## src/rtl/uart_tx_fifo_if.sv

```systemverilog
// uart_tx_fifo_if: CPU-side byte write port and status of the UART transmitter.
//   WE/WD      : write strobe and byte (driven by the CPU side)
//   FULL/EMPTY : FIFO occupancy flags
//   COUNT      : bytes queued, excluding the one being shifted
//   BUSY       : transmitter is inside a frame
//   OVERRUN    : sticky flag, a write was dropped while FULL
//   uartTxPin  : serial line, idle high
interface uart_tx_fifo_if #(
  parameter int unsigned CNT_W = 5
);
  logic             WE;
  logic [7:0]       WD;
  logic             FULL;
  logic             EMPTY;
  logic [CNT_W-1:0] COUNT;
  logic             BUSY;
  logic             OVERRUN;
  logic             uartTxPin;

  modport master (
    output WE, WD,
    input  FULL, EMPTY, COUNT, BUSY, OVERRUN, uartTxPin
  );

  modport slave (
    input  WE, WD,
    output FULL, EMPTY, COUNT, BUSY, OVERRUN, uartTxPin
  );
endinterface

```

## src/rtl/uart_tx_fifo.sv

```systemverilog
// uart_tx_fifo: FIFO-buffered UART transmitter, 8N1, LSB first.
//   CLK  : system clock, all state changes on the rising edge
//   RST  : synchronous active-high reset
//   bus  : uart_tx_fifo_if.slave (WE/WD in; FULL, EMPTY, COUNT, BUSY,
//          OVERRUN, uartTxPin out; all outputs registered)
// Optional feature: define UART_TX_PARITY_EN to insert an even-parity bit
// between the data bits and the stop bit (8E1, 11-bit frames).
module uart_tx_fifo #(
  parameter int unsigned CLKS_PER_BIT = 434,
  parameter int unsigned FIFO_DEPTH   = 16,
  parameter int unsigned CNT_W        = $clog2(FIFO_DEPTH) + 1
) (
  input  logic          CLK,
  input  logic          RST,
  uart_tx_fifo_if.slave bus
);

  localparam int unsigned PTR_W  = $clog2(FIFO_DEPTH);
  localparam int unsigned BAUD_W = $clog2(CLKS_PER_BIT);
  localparam logic [BAUD_W-1:0] BAUD_LAST = BAUD_W'(CLKS_PER_BIT - 1);
  localparam logic [CNT_W-1:0]  DEPTH_C   = CNT_W'(FIFO_DEPTH);

  typedef enum logic [2:0] {
    S_IDLE,
    S_START,
    S_DATA,
    S_STOP
`ifdef UART_TX_PARITY_EN
    , S_PARITY
`endif
  } state_t;

  state_t            state_q, state_d;
  logic [BAUD_W-1:0] baud_q, baud_d;
  logic [2:0]        bit_q, bit_d;
  logic [7:0]        shift_q, shift_d;
  logic              pin_q, pin_d;
  logic [CNT_W-1:0]  count_q, count_d;
  logic [PTR_W-1:0]  wptr_q, rptr_q;
  logic              full_q, empty_q, busy_q, ovr_q;
  logic              push, pop, baud_last;
  logic [7:0]        mem [FIFO_DEPTH];
`ifdef UART_TX_PARITY_EN
  logic              par_q, par_d;
`endif

  // FULL is the pre-edge value, so a pop on the same edge never frees room
  assign push      = bus.WE && !full_q;
  assign baud_last = (baud_q == BAUD_LAST);

  // Next-state, line value and FIFO occupancy
  always_comb begin
    state_d = state_q;
    baud_d  = baud_q;
    bit_d   = bit_q;
    shift_d = shift_q;
    pin_d   = pin_q;
    pop     = 1'b0;
`ifdef UART_TX_PARITY_EN
    par_d   = par_q;
`endif
    unique case (state_q)
      S_IDLE: begin
        baud_d = '0;
        pin_d  = 1'b1;
        if (!empty_q) begin
          pop     = 1'b1;
          shift_d = mem[rptr_q];
`ifdef UART_TX_PARITY_EN
          par_d   = ^mem[rptr_q];
`endif
          state_d = S_START;
          pin_d   = 1'b0;
        end
      end
      S_START: begin
        if (baud_last) begin
          baud_d  = '0;
          bit_d   = '0;
          state_d = S_DATA;
          pin_d   = shift_q[0];
        end else begin
          baud_d = baud_q + BAUD_W'(1);
        end
      end
      S_DATA: begin
        if (baud_last) begin
          baud_d = '0;
          if (bit_q == 3'd7) begin
`ifdef UART_TX_PARITY_EN
            state_d = S_PARITY;
            pin_d   = par_q;
`else
            state_d = S_STOP;
            pin_d   = 1'b1;
`endif
          end else begin
            // Next bit is shift_q[1]; the shift takes effect on this edge
            shift_d = shift_q >> 1;
            pin_d   = shift_q[1];
            bit_d   = bit_q + 3'd1;
          end
        end else begin
          baud_d = baud_q + BAUD_W'(1);
        end
      end
`ifdef UART_TX_PARITY_EN
      S_PARITY: begin
        if (baud_last) begin
          baud_d  = '0;
          state_d = S_STOP;
          pin_d   = 1'b1;
        end else begin
          baud_d = baud_q + BAUD_W'(1);
        end
      end
`endif
      S_STOP: begin
        if (baud_last) begin
          baud_d  = '0;
          state_d = S_IDLE;
          pin_d   = 1'b1;
        end else begin
          baud_d = baud_q + BAUD_W'(1);
        end
      end
      default: begin
        state_d = S_IDLE;
        baud_d  = '0;
        pin_d   = 1'b1;
      end
    endcase
    count_d = count_q + CNT_W'(push) - CNT_W'(pop);
  end

  // FIFO storage; contents need no reset since pointers are cleared
  always_ff @(posedge CLK) begin
    if (push) begin
      mem[wptr_q] <= bus.WD;
    end
  end

  // State, pointers and registered status
  always_ff @(posedge CLK) begin
    if (RST) begin
      state_q <= S_IDLE;
      baud_q  <= '0;
      bit_q   <= '0;
      shift_q <= '0;
      pin_q   <= 1'b1;
      count_q <= '0;
      wptr_q  <= '0;
      rptr_q  <= '0;
      full_q  <= 1'b0;
      empty_q <= 1'b1;
      busy_q  <= 1'b0;
      ovr_q   <= 1'b0;
`ifdef UART_TX_PARITY_EN
      par_q   <= 1'b0;
`endif
    end else begin
      state_q <= state_d;
      baud_q  <= baud_d;
      bit_q   <= bit_d;
      shift_q <= shift_d;
      pin_q   <= pin_d;
      count_q <= count_d;
      wptr_q  <= wptr_q + PTR_W'(push);
      rptr_q  <= rptr_q + PTR_W'(pop);
      full_q  <= (count_d == DEPTH_C);
      empty_q <= (count_d == '0);
      busy_q  <= (state_d != S_IDLE);
      ovr_q   <= ovr_q | (bus.WE & full_q);
`ifdef UART_TX_PARITY_EN
      par_q   <= par_d;
`endif
    end
  end

  assign bus.FULL      = full_q;
  assign bus.EMPTY     = empty_q;
  assign bus.COUNT     = count_q;
  assign bus.BUSY      = busy_q;
  assign bus.OVERRUN   = ovr_q;
  assign bus.uartTxPin = pin_q;

endmodule

```

## src/flat_wrapper.sv

```systemverilog
// flat-port wrapper written by rule: the top's interface ports become plain ports
module uart_tx_fifo_flat 
#(
  parameter int unsigned CLKS_PER_BIT = 434,
  parameter int unsigned FIFO_DEPTH   = 16,
  parameter int unsigned CNT_W        = $clog2(FIFO_DEPTH) + 1
)
  (CLK, RST, bus_WE, bus_WD, bus_FULL, bus_EMPTY, bus_COUNT, bus_BUSY, bus_OVERRUN, bus_uartTxPin);
  uart_tx_fifo_if #(.CNT_W(CNT_W)) bus_i ();
  input  logic CLK;
  input  logic RST;
  input wire logic [$bits(bus_i.WE)-1:0] bus_WE;
  input wire logic [$bits(bus_i.WD)-1:0] bus_WD;
  output wire logic [$bits(bus_i.FULL)-1:0] bus_FULL;
  output wire logic [$bits(bus_i.EMPTY)-1:0] bus_EMPTY;
  output wire logic [$bits(bus_i.COUNT)-1:0] bus_COUNT;
  output wire logic [$bits(bus_i.BUSY)-1:0] bus_BUSY;
  output wire logic [$bits(bus_i.OVERRUN)-1:0] bus_OVERRUN;
  output wire logic [$bits(bus_i.uartTxPin)-1:0] bus_uartTxPin;
  assign bus_i.WE = bus_WE;
  assign bus_i.WD = bus_WD;
  assign bus_FULL = bus_i.FULL;
  assign bus_EMPTY = bus_i.EMPTY;
  assign bus_COUNT = bus_i.COUNT;
  assign bus_BUSY = bus_i.BUSY;
  assign bus_OVERRUN = bus_i.OVERRUN;
  assign bus_uartTxPin = bus_i.uartTxPin;
  uart_tx_fifo #(.CLKS_PER_BIT(CLKS_PER_BIT), .FIFO_DEPTH(FIFO_DEPTH), .CNT_W(CNT_W)) u_core (.CLK(CLK), .RST(RST), .bus(bus_i));
endmodule
```

## config.mk

```make
export PLATFORM = sky130hd
export DESIGN_NAME = uart_tx_fifo_flat
export DESIGN_NICKNAME = d
export VERILOG_FILES = /design/src/rtl/uart_tx_fifo_if.sv /design/src/rtl/uart_tx_fifo.sv /design/src/flat_wrapper.sv
export SDC_FILE = /design/constraint.sdc
export NUM_CORES = 1
export LEC_CHECK = 0
export CAP_MARGIN = 20
export CORE_ASPECT_RATIO = 0.7
export CORE_MARGIN = 2
export CORE_UTILIZATION = 51
export DETAILED_ROUTE_END_ITERATION = 8
export GPL_TIMING_DRIVEN = 0
export PLACE_DENSITY = 0.76
export SETUP_SLACK_MARGIN = 0.4
export SKIP_LAST_GASP = 1
export SLEW_MARGIN = 5
export SYNTH_ARGS = -nofsm -noshare
export SYNTH_HDL_FRONTEND = slang
export SYNTH_SLANG_ARGS = --single-unit
```

## constraint.sdc

```tcl
create_clock -name CLK -period 4.1 [get_ports CLK]
set_input_delay 0.82 -clock CLK [delete_from_list [all_inputs] [get_ports CLK]]
set_output_delay 0.82 -clock CLK [all_outputs]
set_load 0.1 [all_outputs]
```

After elaboration in Yosys (flattened, before gate mapping)
Memory sizes are Yosys's and may differ from the RTL's. A register that Yosys moved wholly into a read port is not among the register bits.
Index checks and enable logic that the tools add are counted.
{ "word_totals": {"reg_bits": 41, "latchBits": 0, "mem_bits_rw": 128, "mem_bits_ro": 0, "inputBits": 11, "output_inout_bits": 10, "wordCells": 70, "n_memories": 1} }
{ "classes": {"add_sub_neg": 6, "n_mul": 0, "div_mod_pow": 0, "magnitude_cmp": 0, "eq_ne": 11, "n_shift": 0, "n_mux": 25, "bitwise_logic": 3, "n_reduce_logical": 12} }
{ "memory_table": {"columns": ["name", "words", "word_bits", "read_ports", "rd_ports_with_merged_regs", "wr", "line_no", "text"], "rows": [
  ["u_core.mem", 16, 8, 1, 1, 1, "uart_tx_fifo.sv:42", "logic [7:0] mem [FIFO_DEPTH];"]
]} }
{ "op_table": {"columns": ["operator", "n"], "rows": [
  ["2-to-1 mux 3 bit", 8],
  ["2-to-1 mux 8 bit", 3],
  ["one-hot mux 8 bit (2 select lines)", 1],
  ["one-hot mux 3 bit (4 select lines)", 1],
  ["adder 9 x 1 -> 9 bit, second input constant", 1],
  ["== test 9 bit, second input constant", 1],
  ["2-to-1 mux 1 bit", 9],
  ["adder 4 x 1 -> 4 bit", 2],
  ["AND reduction 4 bit", 2],
  ["== test 3 x 2 -> 1 bit, second input constant", 2],
  ["inequality test 2 x 1 -> 1 bit, second input constant", 3],
  ["one-hot mux 3 bit (2 select lines)", 1],
  ["OR reduction 3 bit", 2],
  ["adder 5 x 1 -> 5 bit", 1],
  ["== test 5 bit, second input constant", 1],
  ["logical NOT 5 bit", 1],
  ["subtractor 5 x 1 -> 5 bit", 1],
  ["2-to-1 mux 4 bit", 1],
  ["inequality test 2 bit, second input constant", 2],
  ["one-hot mux 1 bit (4 select lines)", 1],
  ["nonzero test 2 bit", 2],
  ["adder 3 x 1 -> 3 bit, second input constant", 1],
  ["== test 3 x 1 -> 1 bit, second input constant", 1],
  ["== test 3 bit, second input constant", 1],
  ["8 further kinds", 8]
]} }

Logic depth before layout (Yosys ltp)
{ "logic_depth": {"word_depth": 5, "mapped_depth": 14, "mapped_depth_nobuf": 13} }

Worst setup path after synthesis
Ideal clock, no wire load.
{ "synth_timing": {"path_type": "register to register", "startpoint": "register u_core.empty_q (netlist: u_core.bus.EMPTY)", "endpoint": "register u_core.full_q (netlist: u_core.bus.FULL)", "setup_time_ns": 0.080, "t_arrival_ns": 2.727, "t_required_ns": 4.020, "setup_slack_ns": 1.293, "stages_incl_launch_ff": 12, "n_path_buf": 0, "period_less_slack_ns": 2.807, "cell_sequence": "dfxtp_1 > nor2_1 > nand2_1 > inv_1 > ha_1 > inv_1 > ha_1 > inv_1 > fa_1 > xnor2_1 > nor4b_1 > nor3b_1"} }
{ "synth_via": {"elab_chain_cells": 4} }
{ "synth_rtl": {"columns": ["element", "line_no", "text"], "rows": [
  ["start, declared", "uart_tx_fifo.sv:40", "logic full_q, empty_q, busy_q, ovr_q;"],
  ["start signal, assigned", "uart_tx_fifo.sv:171", "empty_q <= (count_d == '0);"],
  ["2-to-1 mux 1 bit", "uart_tx_fifo.sv:66", "if (!empty_q) begin"],
  ["2-to-1 mux 1 bit", "uart_tx_fifo.sv:62", "unique case (state_q)"],
  ["subtractor 5 x 1 -> 5 bit", "uart_tx_fifo.sv:133", "count_d = count_q + CNT_W'(push) - CNT_W'(pop);"],
  ["== test 5 bit", "uart_tx_fifo.sv:170", "full_q <= (count_d == DEPTH_C);"],
  ["end signal, assigned", "uart_tx_fifo.sv:170", null],
  ["end, declared", "uart_tx_fifo.sv:40", null]
]} }
Every way passes these cells.
A chain may end at the register's enable or synchronous reset.

Worst setup path after layout
{ "layout_timing": {"startpoint": "register u_core.state_q[1]", "endpoint": "register u_core.full_q (netlist: u_core.bus.FULL)"} }
{ "layout_via": {"elab_chain_cells": 4} }
{ "layout_rtl": {"columns": ["element", "line_no", "text"], "rows": [
  ["start, declared", "uart_tx_fifo.sv:33", "state_t state_q, state_d;"],
  ["start signal, assigned", "uart_tx_fifo.sv:162", "state_q <= state_d;"],
  ["logical NOT 3 bit", "uart_tx_fifo.sv:62", null],
  ["2-to-1 mux 1 bit", "uart_tx_fifo.sv:62", null],
  ["subtractor 5 x 1 -> 5 bit", "uart_tx_fifo.sv:133", null],
  ["== test 5 bit", "uart_tx_fifo.sv:170", null]
]} }
Every way passes these cells.

==> impl_metrics.ini <==
[logic_synthesis]
synth_area_per_cell_um2 = 15.8
synth_flop_cell = edfxtp_1
synth-seq-area-share_pct = 68.0
synthMuxAreaShare_pct = 12.6
synth-edff-count = 128
synth_cell_types = 46
synthXorXnorAreaFrac_pct = 2.04
synth-adder-area-share_pct = 2.66
synth_cells = 434
synth_compound_area_share_pct = 3.68
syn_area_mm2 = 0.00686
ys_async_sr_fraction_pct = 0
ys_seq_elements = 169
yosys_warnings = 0
synth_fp_nets = 459
synth-simple-area-share_pct = 8.99
synth_top_family_by_area = multiplexers

[timing]
setup_tns_ps = 0
fmax_mhz = 317
report.final.slew_viol_count = 0
rsz0062_at_grt = no
finalCritPeriodShare_pct = 77.0
hold_viol_final = 0
fin_skew_ps = 8.65
period_needed_ps = 3160
report.final.setup_viol = 0
worst_pin_slew_ps = 990
max_slew_margin_pct = 33.8

[drt]
vias_per_cell = 5.90
first_pass_iters = 5
routedWlPerCell_um = 21.2
ant_nets = 0
drtIter0Drc = 335
drt_wl_total_um = 13900
num_vias = 3863
drc = 0

[worst_setup_path]
start_kind = flip-flop
path_common_cell = inv_1
worst_path_max_delay_cell = fa_1
critical_path.endpoint_type = flip-flop
required_ps = 4410
crit_type = flip-flop to flip-flop
path_cells = clkbuf_1, nor2_1, nand2_1, inv_1, ha_1, inv_1, ha_1, inv_1, fa_1, xnor2_1, nor4b_1, nor3b_1
critPathMaxStageDelay_ps = 420
critPathArrivalTime_ps = 3470
critPathMaxFanout = 10

[cts]
cts_tree = built
cts_setup_buffers = 0
clkLatencyLatePin_ps = 430
clkSinkCount = 169
cts_htree_levels = 4
ctsHoldBuffers = 0
path_clk_slew_ps = 70
numCtsBuffers = 17
clk_path_buf_depth = 2
cts_resized = 0
cts-root-buf = clkbuf_16

[pwr]
finalPower_mw = 4.62
swShare_pct = 29.0
p_clk_share_pct = 35.9
combPwrFrac_pct = 20.8
powerDensity_mw_per_mm2 = 586
power.switching_mw = 1.34
p_leak_nw = 2.62
intPower_mw = 3.28
p_seq_share_pct = 43.3
ir_drop_uv = 363

[placement]
dpl.hpwl_um = 9420
routabilityCongestion = 0.803
portBuffers = 19

[floorplanning]
die_area_mm2 = 0.0144
dieHeight_um = 101
num_rows = 35
dieWidth_um = 143
io_pins = 21
start_util_pct = 52.2
coreArea_mm2 = 0.0131

[global_routing]
antenna_found_initial = 0
grt_pass1_wl_um = 21900
grt_usage_pct = 21.1
grt_max_degree = 17
grt_overflow = 0
first_global_vias = 3770

[layout]
seq_area_mm2 = 0.00466
layout.nets = 501
drive_gt1_share_pct = 13.3
fill_cells = 972
final_common_cell = edfxtp_1
n_antenna_cell = 0
synthToLayoutAreaGrowth_pct = 15.0
multiInputGateArea_mm2 = 0.00206
final_cell_mix = edfxtp_1 (128), dfxtp_1 (41), nor2_1 (39)

[hold_path]
hold_class = flip-flop to flip-flop

[status]
status = completed

[flow_run]
cap_violations = 0
==> synth_stat cells (2+ instances only) <==
library cell | instances | area (um2)
nor3_1 | 7 | 35.0
nor2b_1 | 12 | 75.1
nor2_1 | 39 | 146
xnor2_1 | 10 | 87.6
a21oi_1 | 9 | 45.0
nand2b_1 | 11 | 68.8
nand4_1 | 5 | 31.3
mux4_1 | 10 | 263
o211ai_1 | 2 | 15.0
nand3b_1 | 3 | 22.5
mux4_2 | 19 | 428
xor2_1 | 6 | 52.6
mux2i_1 | 16 | 160
nand2_1 | 26 | 97.6
buf_1 | 3 | 11.3
a21o_1 | 6 | 45.0
and3_1 | 2 | 12.5
a221oi_1 | 8 | 70.1
and2_1 | 2 | 12.5
dfxtp_1 | 41 | 821
edfxtp_1 | 128 | 3840
a32o_1 | 2 | 20.0
o21ai_0 | 2 | 10.0
buf_2 | 6 | 30.0
ha_1 | 13 | 163
nand3_1 | 11 | 55.1
clkbuf_1 | 8 | 30.0
inv_1 | 9 | 33.8
==> sequential cells by signal, indices dropped and copies added, names as in the netlist, 3 cells and up <==
register          cells
u_core.state_q        3
u_core.shift_q        8
u_core.rptr_q         4
u_core.bus.COUNT      5
u_core.bit_q          3
u_core.wptr_q         4
u_core.mem          128
u_core.baud_q         9
==> worst paths after layout <==
path              cells after the start  slack (ps)               from                 to
setup / recovery                     12         940  u_core.state_q[1]    u_core.bus.FULL
hold reg to reg                       1         460  u_core.shift_q[5]  u_core.shift_q[5]
setup reg to reg                     12         940  u_core.state_q[1]    u_core.bus.FULL
hold / removal                        1         460  u_core.shift_q[5]  u_core.shift_q[5]
==> cells by family after synthesis <==
kind of cell,count (synthesis)
flip-flops,169
AND/OR/NAND/NOR,125
multiplexers,46
AO/OA/AOI/OAI,35
buffers and inverters,28
XOR/XNOR,16
adder cells (fa/ha/maj),14
other,1
==> power groups by stage <==
stage                     logic, mW  registers (mW)  clock network [mW]
after CTS                     0.960            2.00                1.67
after global routing           1.03            2.01                1.75
after floorplan               0.488            2.25                   0
after global placement        0.924            2.03                   0
after detailed placement      0.952            2.04                   0
final                         0.961            2.00                1.66
==> worst max-delay path, delay by kind of cell (launching register included) <==
| family | cells | cell delay [ps] |
|---|---|---|
| and+or+nand+nor | 4 | 1090 |
| DFF | 1 | 320 |
| xor gates and xnor gates | 1 | 170 |
| adders and majority gates | 3 | 890 |
| buffers and inverters | 4 | 590 |
==> layer usage <==
layer / vias to the layer above / global-route usage [%] / share of wire, %
met3: 21 / 3.94 / 7.0
met5: - / 0 / 0
met2: 118 / 31.1 / 45
li1: 1745 / - / -
met1: 1979 / 31.8 / 47
met4: 0 / 7.54 / 1.4
==> per-stage QoR <==
| stage | utilization, % | instance area [um2] | worst slack (ps) | std cells | hold WS [ps] |
|---|---|---|---|---|---|
| final | 60.1 | 7890 | 944 | 655 | 456 |
| after floorplan | - | 6860 | 1290 | 434 | 426 |
| after global routing | 60.1 | 7890 | 753 | 655 | 481 |
| after detailed placement | 55.4 | 7280 | 702 | 623 | 443 |
| after global placement | 55.2 | 7260 | 492 | 619 | 436 |
| after CTS | 60.1 | 7890 | 1030 | 655 | 461 |
==> final cells by class <==
type                            count  share of cell area [%]
Clock inverter                     14                    2.31
Timing Repair Buffer               23                    2.70
Clock buffer                       18                    5.44
Buffer                             19                    1.30
Inverter                            9                   0.428
Tap cell                          166                    2.63
Sequential cell                   169                    59.1
Multi-Input combinational cell    237                    26.1
No activity file was read; power rests on OpenSTA's default activity.
